**config.mk**
```make
export PLATFORM = sky130hd
export DESIGN_NAME = expr_nest
export DESIGN_NICKNAME = d
export VERILOG_FILES = /design/src/rtl/expr_pkg.sv /design/src/rtl/expr_char_class.sv /design/src/rtl/expr_nest.sv
export SDC_FILE = /design/constraint.sdc
export NUM_CORES = 1
export LEC_CHECK = 0
export BUFFER_PORTS_ARGS = -buffer_cell sky130_fd_sc_hd__buf_2
export CORE_MARGIN = 2
export CORE_UTILIZATION = 50
export CTS_BUF_LIST = sky130_fd_sc_hd__clkbuf_8
export DETAILED_ROUTE_END_ITERATION = 7
export PLACE_DENSITY = 0.85
export SLEW_MARGIN = 20
export SYNTH_ARGS = -nofsm -noshare
export SYNTH_HDL_FRONTEND = slang
export SYNTH_SLANG_ARGS = --single-unit
```
**constraint.sdc**
```tcl
create_clock -name clk -period 2.1 [get_ports clk]
set_input_delay 0.21 -clock clk [delete_from_list [all_inputs] [get_ports clk]]
set_output_delay 0.21 -clock clk [all_outputs]
set_load 0.02 [all_outputs]
```
**src/rtl/expr_pkg.sv**
```systemverilog
// Shared types and ASCII constants for the streaming expression checker.
package expr_pkg;

  typedef enum logic [1:0] {
    EXPECT = 2'd0,
    NUM    = 2'd1,
    CLOSE  = 2'd2,
    ERR    = 2'd3
  } state_t;

  typedef enum logic [2:0] {
    CC_DIGIT  = 3'd0,
    CC_OP     = 3'd1,
    CC_LPAREN = 3'd2,
    CC_RPAREN = 3'd3,
    CC_OTHER  = 3'd4
  } char_class_t;

  localparam logic [7:0] CH_ZERO   = 8'h30;
  localparam logic [7:0] CH_NINE   = 8'h39;
  localparam logic [7:0] CH_PLUS   = 8'h2B;
  localparam logic [7:0] CH_MINUS  = 8'h2D;
  localparam logic [7:0] CH_STAR   = 8'h2A;
  localparam logic [7:0] CH_SLASH  = 8'h2F;
  localparam logic [7:0] CH_LPAREN = 8'h28;
  localparam logic [7:0] CH_RPAREN = 8'h29;

endpackage

```
**src/rtl/expr_char_class.sv**
```systemverilog
// Combinational classifier of one ASCII character into grammar token classes.
// SUB_DIV_EN=0 demotes '-' and '/' to illegal characters.
module expr_char_class
  import expr_pkg::*;
#(
  parameter int SUB_DIV_EN = 1
) (
  input  logic [7:0]  ch_i,
  output char_class_t cls_o
);

  logic is_sub_div;

  assign is_sub_div = (ch_i == CH_MINUS) || (ch_i == CH_SLASH);

  // NOTE: cls_o gets a default before the branches so no path leaves it unassigned (no latch).
  always_comb begin
    cls_o = CC_OTHER;
    if (ch_i >= CH_ZERO && ch_i <= CH_NINE) begin
      cls_o = CC_DIGIT;
    end else if (ch_i == CH_PLUS || ch_i == CH_STAR) begin
      cls_o = CC_OP;
    end else if (is_sub_div && SUB_DIV_EN != 0) begin
      cls_o = CC_OP;
    end else if (ch_i == CH_LPAREN) begin
      cls_o = CC_LPAREN;
    end else if (ch_i == CH_RPAREN) begin
      cls_o = CC_RPAREN;
    end
  end

endmodule

```
**src/rtl/expr_nest.sv**
```systemverilog
// Streaming validator for digit/operator/parenthesis expressions, one char per valid cycle.
// Define EXPR_ERRPOS_EN to add a character counter and the err_pos port.
module expr_nest
  import expr_pkg::*;
#(
  parameter int MAX_DEPTH  = 7,
  parameter int DEPTH_W    = $clog2(MAX_DEPTH + 1),
  parameter int SUB_DIV_EN = 1,
  parameter int POS_W      = 16
) (
  input  logic               clk,
  input  logic               clr,
  input  logic [7:0]         in,
  input  logic               in_valid,
  output logic               out,
  output logic               err,
  output logic [DEPTH_W-1:0] depth
`ifdef EXPR_ERRPOS_EN
  ,
  output logic [POS_W-1:0]   err_pos
`endif
);

  localparam logic [DEPTH_W-1:0] DEPTH_MAX = DEPTH_W'(MAX_DEPTH);

  char_class_t          cls;
  state_t               state_q, state_d;
  logic [DEPTH_W-1:0]   depth_q, depth_d;
  logic                 out_q, out_d;
  logic                 err_q;

  expr_char_class #(.SUB_DIV_EN(SUB_DIV_EN)) u_class (
    .ch_i  (in),
    .cls_o (cls)
  );

  always_comb begin
    state_d = state_q;
    depth_d = depth_q;
    case (state_q)
      EXPECT: begin
        if (cls == CC_DIGIT) begin
          state_d = NUM;
        end else if (cls == CC_LPAREN && depth_q < DEPTH_MAX) begin
          depth_d = depth_q + DEPTH_W'(1);
        end else begin
          state_d = ERR;
        end
      end
      NUM, CLOSE: begin
        // A digit may only extend a number; after ')' it is illegal.
        if (cls == CC_DIGIT && state_q == NUM) begin
          state_d = NUM;
        end else if (cls == CC_OP) begin
          state_d = EXPECT;
        end else if (cls == CC_RPAREN && depth_q != '0) begin
          state_d = CLOSE;
          depth_d = depth_q - DEPTH_W'(1);
        end else begin
          state_d = ERR;
        end
      end
      default: state_d = ERR;
    endcase
  end

  assign out_d = (state_d == NUM || state_d == CLOSE) && (depth_d == '0);

  // NOTE: sequential state uses non-blocking assignments so every flop samples pre-edge values.
  always_ff @(posedge clk or posedge clr) begin
    if (clr) begin
      state_q <= EXPECT;
      depth_q <= '0;
      out_q   <= 1'b0;
      err_q   <= 1'b0;
    end else if (in_valid) begin
      state_q <= state_d;
      depth_q <= depth_d;
      out_q   <= out_d;
      err_q   <= (state_d == ERR);
    end
  end

`ifdef EXPR_ERRPOS_EN
  logic [POS_W-1:0] pos_q;
  logic [POS_W-1:0] err_pos_q;

  // The counter value before increment is the 0-based index of the char being consumed.
  always_ff @(posedge clk or posedge clr) begin
    if (clr) begin
      pos_q     <= '0;
      err_pos_q <= '0;
    end else if (in_valid) begin
      if (pos_q != '1) begin
        pos_q <= pos_q + POS_W'(1);
      end
      if (state_q != ERR && state_d == ERR) begin
        err_pos_q <= pos_q;
      end
    end
  end

  assign err_pos = err_pos_q;
`endif

  assign out   = out_q;
  assign err   = err_q;
  assign depth = depth_q;

endmodule

```
# Word-level counts from Yosys, hierarchy flattened
# Index checks and enable logic that the tools add are counted.
totals:
  ff_bits: 7
  latch_bits: 0
  mem_bits_rw: 0
  rom_bits: 0
  n_memories: 0
op_classes:
  n_addsub: 2
  multipliers: 0
  div: 0
  magnitude_cmp: 3
  n_eq_ne: 14
  shift: 0
  mux: 17
  n_bitwise: 0
  reduce_logical: 13
ops:
  columns: ["op", "count"]
  rows:
  - ["$eq 8x6->1 const B", 6]
  - ["$mux 3", 10]
  - ["$ge 8x6->1 const B", 1]
  - ["$le 8x6->1 const B", 1]
  - ["$mux 2", 4]
  - ["$eq 2x2->1 const B", 3]
  - ["$eq 3x2->1 const B", 2]
  - ["$logic_not 3->1", 2]
  - ["$pmux 3 s2", 1]
  - ["$logic_and 1x1->1", 5]
  - ["$eq 2x1->1 const B", 2]
  - ["$pmux 2 s2", 1]
  - ["$add 3x1->3 const B", 1]
  - ["$eq 3x1->1 const B", 1]
  - ["$logic_or 1x1->1", 3]
  - ["$lt 3x3->1 const B", 1]
  - ["$reduce_bool 3->1", 1]
  - ["$sub 3x1->3 const B", 1]
  - ["$logic_not 2->1", 1]
  - ["$reduce_or 2->1", 1]
  - ["$mux 1", 1]

# Logic depth before layout (Yosys ltp)
logic_depth:
  depth_word: 15
  mapped_depth: 11
  depth_no_buf: 10

# Cells and area by module
# A second synthesis with hierarchy kept.
unflattened:
  hier_cells: 83
  hier_area_um2: 705.7
by_module_without_submodules:
  columns: ["mod", "n_inst", "cells_each", "area_per_inst_um2", "seq_area_each_um2"]
  rows:
  - ["expr_nest", 1, 72, 639.4, 175.2]
  - ["expr_char_class", 1, 11, 66.3, 0.0]

# Least setup slack after synthesis
# No wires, ideal clock.
synth_timing:
  path_type: "reg-to-reg"
  startpoint: "register depth_q[0], in the netlist depth[0]"
  endpoint: "register out_q, in the netlist out"
  setup_time_ps: 96
  t_arrival_ps: 1972
  required_ps: 2004
  setup_slack_ps: 32
  path_stages_with_launch: 10
  path_cell_list: "dfrtp_1 -> clkbuf_1 -> nand3_1 -> nand4b_1 -> o211ai_1 -> a2bb2oi_1 -> or2_2 -> ha_1 -> nand3_1 -> o32ai_2"
synth_between:
  elab_cells_between_ends: 23
synth_lines:
  columns: ["item", "line", "text"]
  rows:
  - ["from (decl)", "expr_nest.sv:28", "logic [DEPTH_W-1:0] depth_q, depth_d;"]
  - ["from (signal assigned)", "expr_nest.sv:78", "depth_q <= depth_d;"]
  - ["$lt 3x3->1 (*)", "expr_nest.sv:44", "end else if (cls == CC_LPAREN && depth_q < DEPTH_MAX) begin"]
  - ["$logic_and 1x1->1 (*)", "expr_nest.sv:44", null]
  - ["$mux 2 (*)", "expr_nest.sv:44", null]
  - ["$mux 2 (*)", "expr_nest.sv:42", "if (cls == CC_DIGIT) begin"]
  - ["$pmux 2 s2 (*)", "expr_nest.sv:40", "case (state_q)"]
  - ["net state_d[1]", "expr_nest.sv:27", "state_t state_q, state_d;"]
  - ["$eq 2x1->1 or $eq 2x2->1 (tied branches)", "expr_nest.sv:67", "assign out_d = (state_d == NUM || state_d == CLOSE) && (depth_d == '0);"]
  - ["$logic_or 1x1->1 (*)", "expr_nest.sv:67", null]
  - ["$logic_and 1x1->1 (*)", "expr_nest.sv:67", null]
  - ["to (signal assigned)", "expr_nest.sv:79", "out_q <= out_d;"]
  - ["to (decl)", "expr_nest.sv:29", "logic out_q, out_d;"]
# The timed path passes the listed nets; every way through them passes the cells marked *.
# A chain may end at the register's enable or synchronous reset.

# Final worst setup path
layout_timing:
  startpoint: "register depth_q[1], in the netlist depth[1]"
  endpoint: "register out_q, in the netlist out"
# The elaborated chain is that of the path after synthesis.

==> results summary <==
The flow ran to the end, and the final reports show no timing, DRC or antenna violations. STA classifies the critical path endpoint as a flip-flop. For this run, the detailed router's first-pass iteration total came to 4. The final sum of negative setup slack is 0 ns. Global routing used between 20% and 30% of the available tracks across all layers. Of all cell types, the one taking the most synthesized area is dfrtp_1. Yosys attributes the largest share of cell area to dfrtp_1 (25%), ha_1 (12%), inv_1 (4.8%). The share of post-route cells with drive strength above 1 is around 34%. Counting flops with a built-in enable in the synthesized netlist gives 0. The synthesized design contains 7 register bits. The routed design uses 48 um of met3 wire. The total power of the final layout is 1.14 mW.

The horizontal die dimension is approximately 42 um. The worst pin sits at a relative slew slack of between 70% and 80%. Among all flip-flop cells after synthesis, the most frequent one is dfrtp_1. Measured in cells, the most critical reg-to-reg path has a length of 8. TritonCTS built the clock tree. The area added between synthesis and finish is 26.8%. The floorplan die height came out at slightly above 40 um.

The highest attainable clock frequency is between 500 and 600 MHz. The signal on the critical path passes through nand3_2, nand4b_1, o211ai_1, a2bb2oi_1, or2_2, ha_1, nand3_1, o32ai_2. The quantity of I/O buffers inserted on ports is 15.

Along the worst hold path, the cell count comes to 2. The number of instances in the synthesized netlist is 81. The final number of hold-violating endpoints came to 0. The total wire length is 1650 um. The maximum fanout encountered on the critical timing path came out at 7. The vias after detailed routing is 700. The sequential area share after synthesis came out at about 25%. The clock arrives with between 0.003 and 0.004 ns of skew.

The residual antenna-violating net count after detailed routing is 0. The cell sitting at the root of the clock tree is a clkbuf_8. The total number of nets in the final design is about 120.

The clock-pin slew reported for the worst setup and hold paths after clock tree synthesis came out at 0.04 ns. Summed over all nets, wire length on met2 after detailed routing comes to 865 um. The post-synth design cell area came out at slightly above 700 um^2. The diode insertion count for antenna repair came out at 0. The proportion of synthesized flip-flops having asynchronous set or reset is between 90% and 100%.

The number of antenna violations at the first check in global routing is 0. The number of max-capacitance violations reported came out at 0. Hold timing on the final database bottoms out at a slack of 0.352 ns. The net count after synthesis came out at 99. At the worst endpoint, the arrival time is approximately 2.1 ns. The maximum number of pins on one net before global-route repair came out at 13. The post-route clock period utilization is 93.3%. IR analysis of the VDD net gives a maximum drop of between 0.0009 and 0.001 V.

The number of global-route vias before repair is between 600 and 700. The worst-margin pin slew came out at 0.376 ns. The maximum root-to-sink buffer count came out at 2. The final worst setup slack is about 0.14 ns. The highest layer touched by signal routing is met4. The worst min-delay path class is input pin to flip-flop. The setup fix buffers added after clock tree synthesis came out at 0. The clock insertion delay at the later pin of the skew report is roughly 0.22 ns. The weighted congestion at the end of routability-driven global placement came out at about 0.84. The count of warnings emitted by yosys came out at 0.

The slowest stage of the critical path belongs to the cell dfrtp_2. The detailed placer's ending HPWL is around 1300 um. The reported leakage power is just over 0.4 nW. The top-level port count came out at 16. The top-area cell type share of the netlist area came out at about 25%. The final period demand of the worst path is 1.96 ns. The number of cells after detailed placement is 114. The final cell count without fillers is about 120.

The initial cell density of the core is 54.1%. The initialized floorplan defines 13 standard-cell rows. Setup repair after global routing left no endpoint under its margin. The total power divided by cell area is 1280 mW/mm^2. The critical path's largest stage delay is between 0.4 and 0.5 ns.

The clock sink count is 7. The first global-routing pass estimated 2860 um of wire. CTS built an H-tree with a depth of 1. The wire length on met1 is between 600 and 700 um. The number of vias per cell after detailed routing came out at roughly 6. The floorplan die area came out at ~0.0017 mm^2. The endpoint required time on the critical path came out at 2.22 ns. STA classifies the critical path startpoint as a flip-flop. The core box area came out at around 0.0013 mm^2. The detailed router finished its first iteration with 13 violations. Summed over all layers, the global routing overflow is 0. The number of endpoints failing setup at the final stage came out at 0. Averaged over all synthesized cells, the footprint is between 8 and 9 um^2.

The final routed DRC violation total is 0. Prior to clock tree synthesis, the placed netlist has a worst setup slack of about 0.071 ns. Synthesis instantiated 32 different standard cells from the library. The critical path in this run is classified as flip-flop to flip-flop. The number of buffers created by CTS came out at 3.

The routed wirelength normalized by instance count is between 10 and 15 um. The max-slew violation count is 0.
## flip-flops by register name (all words and copies together) (netlist names)
signal / count
out: 1
depth: 3
state_q: 2
err: 1
## cell type report
type	count	area, um^2
multi-input combinational	62	488
fill	119	408
inverter	9	33.8
tap	15	18.8
clock inverter	1	3.75
clock buffer	3	41.3
sequential	7	178
timing repair buffer	22	130
## per-layer routing
layer,global-route usage (%),vias to the layer above
met1,24.8,337
met5,0,-
met3,5.22,4
met4,1.94,0
li1,-,350
met2,37.2,9
## synth_stat cells (2+ instances only)
cell type	instances
a21oi_1	2
nand2_1	6
ha_1	7
nor2_1	4
o21ai_0	6
dfrtp_1	7
nand4b_1	2
o21a_1	2
nand3b_1	2
nand3_1	4
mux2_2	2
nor2b_1	2
o211ai_1	2
nor4b_1	2
clkbuf_1	2
a31oi_1	5
inv_1	9
## critical path: cells and delay by family, from the launching register on
kind	cells	cell delay (ns)
and+or+nand+nor	4	0.63
AOI/OAI and AO/OA	3	0.48
adders and majority gates	1	0.29
DFF	1	0.45
## per-stage QoR
step	util, %	area [um^2]
floorplan	-	704
global placement	63.8	831
detailed placement	63.8	831
CTS	68.1	886
global route	68.7	893
finish	68.7	893
## cells in the final DEF, fill, tap and decap left out, types with 2 or more instances in the layout
cell type	netlist	routed
nor4b_1	2	2
dfrtp_2	0	2
inv_1	9	10
nand3b_1	2	2
a21oi_1	2	2
clkbuf_8	0	3
nand4b_1	2	2
ha_1	7	7
a31oi_1	5	5
nand3_1	4	3
mux2_2	2	2
o211ai_1	2	2
o21a_1	2	2
o21ai_0	6	6
buf_2	1	15
nor2_1	4	4
dfrtp_1	7	5
nor2b_1	2	2
nand2_1	6	6
buf_4	0	6
## where the power goes
group          internal [mW]  total [mW]  switching [mW]
combinational          0.307       0.707           0.400
clock                  0.126       0.176          0.0503
sequential             0.198       0.258          0.0596
## cells by family (layout without fill, tap and decap cells)
logic type	Yosys count	count (layout)	share of synthesized area [%]
AOI/OAI and AO/OA	25	25	25.6
adders and majority gates	7	7	12.4
buffers and inverters	12	35	6.57
DFF	7	7	24.9
muxes	3	3	4.62
and+or+nand+nor	27	27	25.9
## worst paths after layout
kind                                from         end  slack, ns
max in group asynchronous            clr  state_q[0]       1.42
worst max-delay path            depth[1]         out       0.14
worst min register to register       err         err       0.52
min in group asynchronous            clr    depth[0]       0.46
worst max register to register  depth[1]         out       0.14
worst min-delay path            in_valid         out       0.35
## what timing repair did
action	in CTS	in global routing
hold buffers	1	0
gates resized for setup	0	3
setup endpoints to repair	0	1
endpoints found under the hold margin	7	0
Power figures use the tool's default switching activity.
